$ cat config.mk
export PLATFORM = sky130hd
export DESIGN_NAME = d_mem_arbiter_flat
export DESIGN_NICKNAME = d
export VERILOG_FILES = /design/src/rtl/d_mem_arbiter_if.sv /design/src/rtl/d_mem_arbiter.sv /design/src/flat_wrapper.sv
export SDC_FILE = /design/constraint.sdc
export NUM_CORES = 1
export LEC_CHECK = 0
export ABC_AREA = 0
export CORE_AREA = 2 2 99 101
export DETAILED_ROUTE_END_ITERATION = 6
export DIE_AREA = 0 0 101 103
export GPL_ROUTABILITY_DRIVEN = 0
export PLACE_DENSITY = 0.75
export SYNTH_ARGS = -nofsm -noshare
export SYNTH_HDL_FRONTEND = slang
export SYNTH_SLANG_ARGS = --single-unit
$ cat constraint.sdc
create_clock -name clk -period 3 [get_ports clk]
set_input_delay 0.9 -clock clk [delete_from_list [all_inputs] [get_ports clk]]
set_output_delay 0.9 -clock clk [all_outputs]
set_load 0.02 [all_outputs]
$ cat src/rtl/d_mem_arbiter_if.sv
// Requester <-> arbiter handshake bundle; one instance per requester.
interface d_mem_arbiter_if #(
  parameter int unsigned AddrSize = 10,
  parameter int unsigned WordSize = 32
);
  logic                req;
  logic                we;
  logic [AddrSize-1:0] addr;
  logic [WordSize-1:0] wdata;
  logic [1:0]          size;
  logic                is_unsigned;
  logic                ready;
  logic                rvalid;
  logic [WordSize-1:0] rdata;
  logic                err;

  // Requester side (LSU / loader).
  modport master (
    output req, we, addr, wdata, size, is_unsigned,
    input  ready, rvalid, rdata, err
  );

  // Arbiter side.
  modport slave (
    input  req, we, addr, wdata, size, is_unsigned,
    output ready, rvalid, rdata, err
  );
endinterface

$ cat src/rtl/d_mem_arbiter.sv
// Round-robin arbiter sharing d_mem port B between M0 (LSU) and M1 (debug loader).
// One access in flight; misaligned/illegal requests are answered with err and never reach memory.
module d_mem_arbiter #(
  parameter int unsigned AddrSize = 10,
  parameter int unsigned WordSize = 32,
  parameter int unsigned ErrCntW  = 8
) (
  input  logic                clk,
  input  logic                rst_n,
  d_mem_arbiter_if.slave      m0_if,
  d_mem_arbiter_if.slave      m1_if,
  output logic                mem_en_write_o,
  output logic                mem_en_read_o,
  output logic [AddrSize-1:0] mem_addr_o,
  output logic [WordSize-1:0] mem_din_o,
  output logic [1:0]          mem_size_o,
  output logic                mem_unsigned_o,
  input  logic [WordSize-1:0] mem_dout_i,
  output logic [ErrCntW-1:0]  err_count_o
);

  typedef enum logic [0:0] {StIdle, StResp} state_e;

  state_e              state_q;
  logic                gnt_id_q;      // 0 = M0, 1 = M1
  logic                we_q;
  logic                err_q;
  logic                last_grant_q;
  logic [ErrCntW-1:0]  err_cnt_q;

  logic                gnt_valid;
  logic                gnt_id;
  logic                sel_we;
  logic [AddrSize-1:0] sel_addr;
  logic [WordSize-1:0] sel_wdata;
  logic [1:0]          sel_size;
  logic                sel_unsigned;
  logic                sel_err;
  logic                issue;
  logic                resp;

  // Pick the winner and mux its request fields; a tie goes to whoever did not win last.
  always_comb begin
    gnt_valid = rst_n && (state_q == StIdle) && (m0_if.req || m1_if.req);
    gnt_id    = (m0_if.req && m1_if.req) ? ~last_grant_q : m1_if.req;
    if (gnt_id) begin
      sel_we       = m1_if.we;
      sel_addr     = m1_if.addr;
      sel_wdata    = m1_if.wdata;
      sel_size     = m1_if.size;
      sel_unsigned = m1_if.is_unsigned;
    end else begin
      sel_we       = m0_if.we;
      sel_addr     = m0_if.addr;
      sel_wdata    = m0_if.wdata;
      sel_size     = m0_if.size;
      sel_unsigned = m0_if.is_unsigned;
    end
    unique case (sel_size)
      2'b00:   sel_err = 1'b0;
      2'b01:   sel_err = sel_addr[0];
      2'b10:   sel_err = (sel_addr[1:0] != 2'b00);
      default: sel_err = 1'b1;
    endcase
    issue = gnt_valid && !sel_err;
  end

  // Memory port: driven only in a legal grant cycle, otherwise held at zero.
  always_comb begin
    mem_en_write_o = issue && sel_we;
    mem_en_read_o  = issue && !sel_we;
    mem_addr_o     = issue ? sel_addr     : '0;
    mem_din_o      = issue ? sel_wdata    : '0;
    mem_size_o     = issue ? sel_size     : 2'b00;
    mem_unsigned_o = issue ? sel_unsigned : 1'b0;
  end

  // Requester handshake and response; everything is forced low while reset is asserted.
  always_comb begin
    resp          = rst_n && (state_q == StResp);
    m0_if.ready   = gnt_valid && !gnt_id;
    m1_if.ready   = gnt_valid && gnt_id;
    m0_if.rvalid  = resp && !gnt_id_q;
    m1_if.rvalid  = resp && gnt_id_q;
    m0_if.err     = resp && !gnt_id_q && err_q;
    m1_if.err     = resp && gnt_id_q && err_q;
    m0_if.rdata   = (resp && !gnt_id_q && !we_q && !err_q) ? mem_dout_i : '0;
    m1_if.rdata   = (resp && gnt_id_q && !we_q && !err_q) ? mem_dout_i : '0;
    err_count_o   = err_cnt_q;
  end

  // FSM: latch the granted access in IDLE, spend exactly one cycle in RESP.
  always_ff @(posedge clk) begin
    if (!rst_n) begin
      state_q      <= StIdle;
      gnt_id_q     <= 1'b0;
      we_q         <= 1'b0;
      err_q        <= 1'b0;
      last_grant_q <= 1'b1;   // M0 wins the first tie
      err_cnt_q    <= '0;
    end else begin
      unique case (state_q)
        StIdle: begin
          if (gnt_valid) begin
            gnt_id_q     <= gnt_id;
            we_q         <= sel_we;
            err_q        <= sel_err;
            last_grant_q <= gnt_id;
            state_q      <= StResp;
            if (sel_err && (err_cnt_q != '1)) begin
              err_cnt_q <= err_cnt_q + 1'b1;
            end
          end
        end
        StResp: state_q <= StIdle;
        default: state_q <= StIdle;
      endcase
    end
  end

endmodule

$ cat src/flat_wrapper.sv
// flat-port wrapper written by rule: the top's interface ports become plain ports
module d_mem_arbiter_flat 
#(
  parameter int unsigned AddrSize = 10,
  parameter int unsigned WordSize = 32,
  parameter int unsigned ErrCntW  = 8
)
  (clk, rst_n, mem_en_write_o, mem_en_read_o, mem_addr_o, mem_din_o, mem_size_o, mem_unsigned_o, mem_dout_i, err_count_o, m0_if_req, m0_if_we, m0_if_addr, m0_if_wdata, m0_if_size, m0_if_is_unsigned, m0_if_ready, m0_if_rvalid, m0_if_rdata, m0_if_err, m1_if_req, m1_if_we, m1_if_addr, m1_if_wdata, m1_if_size, m1_if_is_unsigned, m1_if_ready, m1_if_rvalid, m1_if_rdata, m1_if_err);
  d_mem_arbiter_if #(.AddrSize(AddrSize), .WordSize(WordSize)) m0_if_i ();
  d_mem_arbiter_if #(.AddrSize(AddrSize), .WordSize(WordSize)) m1_if_i ();
  input  logic clk;
  input  logic rst_n;
  output logic mem_en_write_o;
  output logic mem_en_read_o;
  output logic [AddrSize-1:0] mem_addr_o;
  output logic [WordSize-1:0] mem_din_o;
  output logic [1:0] mem_size_o;
  output logic mem_unsigned_o;
  input  logic [WordSize-1:0] mem_dout_i;
  output logic [ErrCntW-1:0] err_count_o;
  input wire logic [$bits(m0_if_i.req)-1:0] m0_if_req;
  input wire logic [$bits(m0_if_i.we)-1:0] m0_if_we;
  input wire logic [$bits(m0_if_i.addr)-1:0] m0_if_addr;
  input wire logic [$bits(m0_if_i.wdata)-1:0] m0_if_wdata;
  input wire logic [$bits(m0_if_i.size)-1:0] m0_if_size;
  input wire logic [$bits(m0_if_i.is_unsigned)-1:0] m0_if_is_unsigned;
  output wire logic [$bits(m0_if_i.ready)-1:0] m0_if_ready;
  output wire logic [$bits(m0_if_i.rvalid)-1:0] m0_if_rvalid;
  output wire logic [$bits(m0_if_i.rdata)-1:0] m0_if_rdata;
  output wire logic [$bits(m0_if_i.err)-1:0] m0_if_err;
  input wire logic [$bits(m1_if_i.req)-1:0] m1_if_req;
  input wire logic [$bits(m1_if_i.we)-1:0] m1_if_we;
  input wire logic [$bits(m1_if_i.addr)-1:0] m1_if_addr;
  input wire logic [$bits(m1_if_i.wdata)-1:0] m1_if_wdata;
  input wire logic [$bits(m1_if_i.size)-1:0] m1_if_size;
  input wire logic [$bits(m1_if_i.is_unsigned)-1:0] m1_if_is_unsigned;
  output wire logic [$bits(m1_if_i.ready)-1:0] m1_if_ready;
  output wire logic [$bits(m1_if_i.rvalid)-1:0] m1_if_rvalid;
  output wire logic [$bits(m1_if_i.rdata)-1:0] m1_if_rdata;
  output wire logic [$bits(m1_if_i.err)-1:0] m1_if_err;
  assign m0_if_i.req = m0_if_req;
  assign m0_if_i.we = m0_if_we;
  assign m0_if_i.addr = m0_if_addr;
  assign m0_if_i.wdata = m0_if_wdata;
  assign m0_if_i.size = m0_if_size;
  assign m0_if_i.is_unsigned = m0_if_is_unsigned;
  assign m0_if_ready = m0_if_i.ready;
  assign m0_if_rvalid = m0_if_i.rvalid;
  assign m0_if_rdata = m0_if_i.rdata;
  assign m0_if_err = m0_if_i.err;
  assign m1_if_i.req = m1_if_req;
  assign m1_if_i.we = m1_if_we;
  assign m1_if_i.addr = m1_if_addr;
  assign m1_if_i.wdata = m1_if_wdata;
  assign m1_if_i.size = m1_if_size;
  assign m1_if_i.is_unsigned = m1_if_is_unsigned;
  assign m1_if_ready = m1_if_i.ready;
  assign m1_if_rvalid = m1_if_i.rvalid;
  assign m1_if_rdata = m1_if_i.rdata;
  assign m1_if_err = m1_if_i.err;
  d_mem_arbiter #(.AddrSize(AddrSize), .WordSize(WordSize), .ErrCntW(ErrCntW)) u_core (.clk(clk), .rst_n(rst_n), .m0_if(m0_if_i), .m1_if(m1_if_i), .mem_en_write_o(mem_en_write_o), .mem_en_read_o(mem_en_read_o), .mem_addr_o(mem_addr_o), .mem_din_o(mem_din_o), .mem_size_o(mem_size_o), .mem_unsigned_o(mem_unsigned_o), .mem_dout_i(mem_dout_i), .err_count_o(err_count_o));
endmodule
==> summary.log <==
INFO  power          leakagePower=0.00233µW
INFO  clock_network  cts.hold.buffers_added=0
INFO  timing         max_clock_freq=312MHz
INFO  logic_synthesis synthesized_net_count=430
INFO  routing        route.vias.total=3241
INFO  placed_design  placed_cells_incl_taps=676
INFO  clock_network  cts_clk_pin_slew_worst_paths=0.06ns
INFO  timing         slew_headroom=0.787
INFO  logic_synthesis syn_area=1740µm²
INFO  routing        drcViolationCount=0
INFO  final_layout   fin_cells=707
INFO  die            die_h=103µm
INFO  clock_network  max_clock_buf_depth=2
INFO  final_layout   nNetsFinal=723
INFO  clock_network  cts_inserted_buffers=3
INFO  final_layout   area.growth.synth_to_final=195%
INFO  clock_network  deepest_level_of_the_cts_h_tree=1
INFO  timing         clock_skew=0.00470ns
INFO  die            die_area=10400µm²
INFO  routing        via_per_inst=4.58
INFO  die            placeableCoreArea=9460µm²
INFO  global_routing grt_max_degree=31
INFO  die            design.portCount=253
INFO  placed_design  dp_hpwl=8510µm
INFO  global_routing grt_pass1_vias=3179
INFO  global_routing grt_use_total=0.197
INFO  global_routing grt_overflow_total=0
INFO  die            floorplan.die.width=101µm
INFO  logic_synthesis yosys_warnings=0
INFO  run_status     failed_checks=setup timing
INFO  timing         setup-tns-final=-3.91ns
INFO  die            start_util=0.184
INFO  worst_hold_path worstHoldPathType=reg -> reg
INFO  clock_network  worstSkewPairLatency=0.25ns
INFO  global_routing antenna_found_initial=0
INFO  run_status     outcome=complete, but fails checks
INFO  logic_synthesis synth.lib_cells_used.distinct=33
INFO  worst_setup_path cp.required=2.10ns
INFO  flow_run       drv.max_cap_violation_count=0
INFO  logic_synthesis ys_ff_latch=13
INFO  timing         tightest_slew=0.316ns
INFO  final_layout   design_area=5130µm²
INFO  timing         layout_worst_path_cycle_share=1.07
INFO  timing         timing.final.hold_violations=0
INFO  timing         min_period=3.21ns
INFO  routing        dr.pass1.iters=4
INFO  worst_hold_path holdCritStartpoint=u_core.err_count_o[1]
INFO  logic_synthesis netlist_instances=301
INFO  power          power-per-cell-area=206nW/µm²
INFO  routing        drt_first_iter_violations=81
INFO  worst_setup_path critPathMaxFanout=7
INFO  final_layout   antenna_diode_count=0
INFO  clock_network  cts_num_sinks=13
INFO  timing         rsz0062_at_grt=true
INFO  worst_setup_path worst_r2r_startpoint=u_core.last_grant_q
INFO  logic_synthesis synth-seq-area-share=0.150
INFO  clock_network  clock_root_buffer=sky130_fd_sc_hd__clkbuf_8
INFO  clock_network  tritoncts_clock_tree=built
INFO  global_routing wire_length_of_the_first_global_routing_pass=16100µm
INFO  worst_setup_path cp_data_arrival_time=2.31ns
INFO  placed_design  portBuffers=252
INFO  logic_synthesis syn-mean-instance-area=5.77µm²
INFO  routing        postRouteWirelength=11600µm
INFO  final_layout   post_route_cells_drive_above_1_share=0.406
INFO  die            core.rowCount=36
INFO  timing         slew_viol_final=0
INFO  timing         postLayoutSetupSlackWorst=-0.206ns
INFO  worst_setup_path worstSetupPathType=in -> out
INFO  power          ir_worst_vdd=0.000122V
INFO  worst_setup_path r2r_slack=1.09ns
INFO  placed_design  dpl-instance-area=4630µm²
INFO  routing        post_drt_wl_per_cell=16.4µm
INFO  worst_setup_path crit_end_category=output port
INFO  routing        route.antenna.remaining_nets=0
INFO  timing         setup_viol=41
INFO  worst_setup_path critical_path.startpoint_type=primary input
INFO  worst_setup_path worst_setup_path_startpoint=m0_if_addr[0]
[state kept, by name, summed over array words and instances (netlist names)]
signal               flops
u_core.err_count_o       8
u_core.err_q             1
u_core.gnt_id_q          1
u_core.last_grant_q      1
u_core.state_q           1
u_core.we_q              1
[synthesized netlist by cell type]
cell type                  count  area, µm²
sky130_fd_sc_hd__o21ai_0       3       15.0
sky130_fd_sc_hd__inv_1         2       7.51
sky130_fd_sc_hd__a21boi_2      1       11.3
sky130_fd_sc_hd__nor4_1        1       6.26
sky130_fd_sc_hd__nor3_1        1       5.00
sky130_fd_sc_hd__and2b_1       1       7.51
sky130_fd_sc_hd__nand3_1       6       30.0
sky130_fd_sc_hd__o41ai_1       1       8.76
sky130_fd_sc_hd__o31ai_1       2       15.0
sky130_fd_sc_hd__nor3b_1       1       7.51
sky130_fd_sc_hd__a21bo_2       1       10.0
sky130_fd_sc_hd__nand4_1       2       12.5
sky130_fd_sc_hd__a21o_1        1       7.51
sky130_fd_sc_hd__nand2_1      99        372
sky130_fd_sc_hd__ha_1          1       12.5
sky130_fd_sc_hd__mux2i_1       3       30.0
sky130_fd_sc_hd__or3_1         1       6.26
sky130_fd_sc_hd__o21a_1        2       15.0
sky130_fd_sc_hd__a211oi_1      1       7.51
sky130_fd_sc_hd__o211ai_2      1       12.5
sky130_fd_sc_hd__o311ai_0      1       8.76
sky130_fd_sc_hd__o221ai_2      2       30.0
sky130_fd_sc_hd__a221o_1       1       10.0
sky130_fd_sc_hd__nand2b_1      2       12.5
sky130_fd_sc_hd__and2_1       67        419
sky130_fd_sc_hd__a21oi_1      50        250
sky130_fd_sc_hd__clkbuf_1     19       71.3
sky130_fd_sc_hd__or2_2         1       6.26
sky130_fd_sc_hd__nor2_1        7       26.3
sky130_fd_sc_hd__or4_1         2       15.0
sky130_fd_sc_hd__and3_1        3       18.8
sky130_fd_sc_hd__dfxtp_1      13        260
sky130_fd_sc_hd__buf_2         2       10.0
[cell type report]
class | count | area (µm²)
multi-input combinational | 265 | 1830
tap | 114 | 143
timing repair buffer | 309 | 2850
fill | 894 | 4330
clock buffer | 4 | 45.0
sequential | 13 | 260
inverter | 2 | 7.51
[timing repair]
action,in CTS,in global routing
gates cloned,7,1
pin swaps,7,5
setup endpoints to repair,117,111
buffers inserted,18,3
resized for setup,502,152
[power by group]
part	switching (µW)	internal [µW]	total [µW]	leakage [µW]
Combinational	321	378	699	0.00220
Clock	69.0	94.1	163	0.0000228
Sequential	14.0	182	196	0.000106
Total	404	654	1060	0.00233
[final timing paths]
kind | end | cells past startpoint
min | u_core.err_count_o[1] | 2
min reg2reg | u_core.err_count_o[1] | 2
max reg2reg | u_core.err_count_o[5] | 7
max | mem_din_o[1] | 10
[cells in the final DEF (no fill, tap or decap), types with 5 or more instances in the layout]
master | Yosys | layout
sky130_fd_sc_hd__a21oi_1 | 50 | 5
sky130_fd_sc_hd__a21oi_2 | 0 | 19
sky130_fd_sc_hd__a21oi_4 | 0 | 26
sky130_fd_sc_hd__and2_1 | 67 | 66
sky130_fd_sc_hd__buf_12 | 0 | 6
sky130_fd_sc_hd__buf_2 | 2 | 39
sky130_fd_sc_hd__buf_4 | 0 | 44
sky130_fd_sc_hd__buf_6 | 0 | 53
sky130_fd_sc_hd__clkbuf_2 | 0 | 29
sky130_fd_sc_hd__clkdlybuf4s50_1 | 0 | 125
sky130_fd_sc_hd__dfxtp_1 | 13 | 13
sky130_fd_sc_hd__nand2_1 | 99 | 97
sky130_fd_sc_hd__nand3_1 | 6 | 6
sky130_fd_sc_hd__nor2_1 | 7 | 6
[cell families after synthesis]
family	synth area share
fa+ha+maj	0.00720
simple gates	0.544
compound gates	0.231
mux	0.0173
flops	0.150
buf+inv	0.0511
[routing by layer]
layer  GRT usage  wire (µm)  vias up
met5           0          0        -
met4      0.0437        208        0
met3      0.0319        818       17
met2       0.425       6570      171
met1       0.191       3970     1475
li1            -          -     1578
[worst max-delay path, cell delays in order]
cell and delay, ns:
sky130_fd_sc_hd__buf_6 0.09, sky130_fd_sc_hd__o21a_1 0.19, sky130_fd_sc_hd__o221ai_2 0.18, sky130_fd_sc_hd__and2_4 0.21, sky130_fd_sc_hd__nand2_8 0.08, sky130_fd_sc_hd__buf_12 0.14, sky130_fd_sc_hd__buf_16 0.14, sky130_fd_sc_hd__buf_6 0.12
sky130_fd_sc_hd__a21oi_2 0.10, sky130_fd_sc_hd__buf_4 0.15
[metrics by stage]
step	power [µW]	utilization	worst slack [ns]	hold WS [ns]
floorplan	398	-	-0.0989	0.492
global placement	751	0.489	-0.884	0.478
detailed placement	757	0.489	-0.907	0.485
CTS	1030	0.549	-0.243	0.495
global route	1110	0.542	-0.264	0.522
finish	1060	0.542	-0.206	0.496
Power figures use the tool's default switching activity.
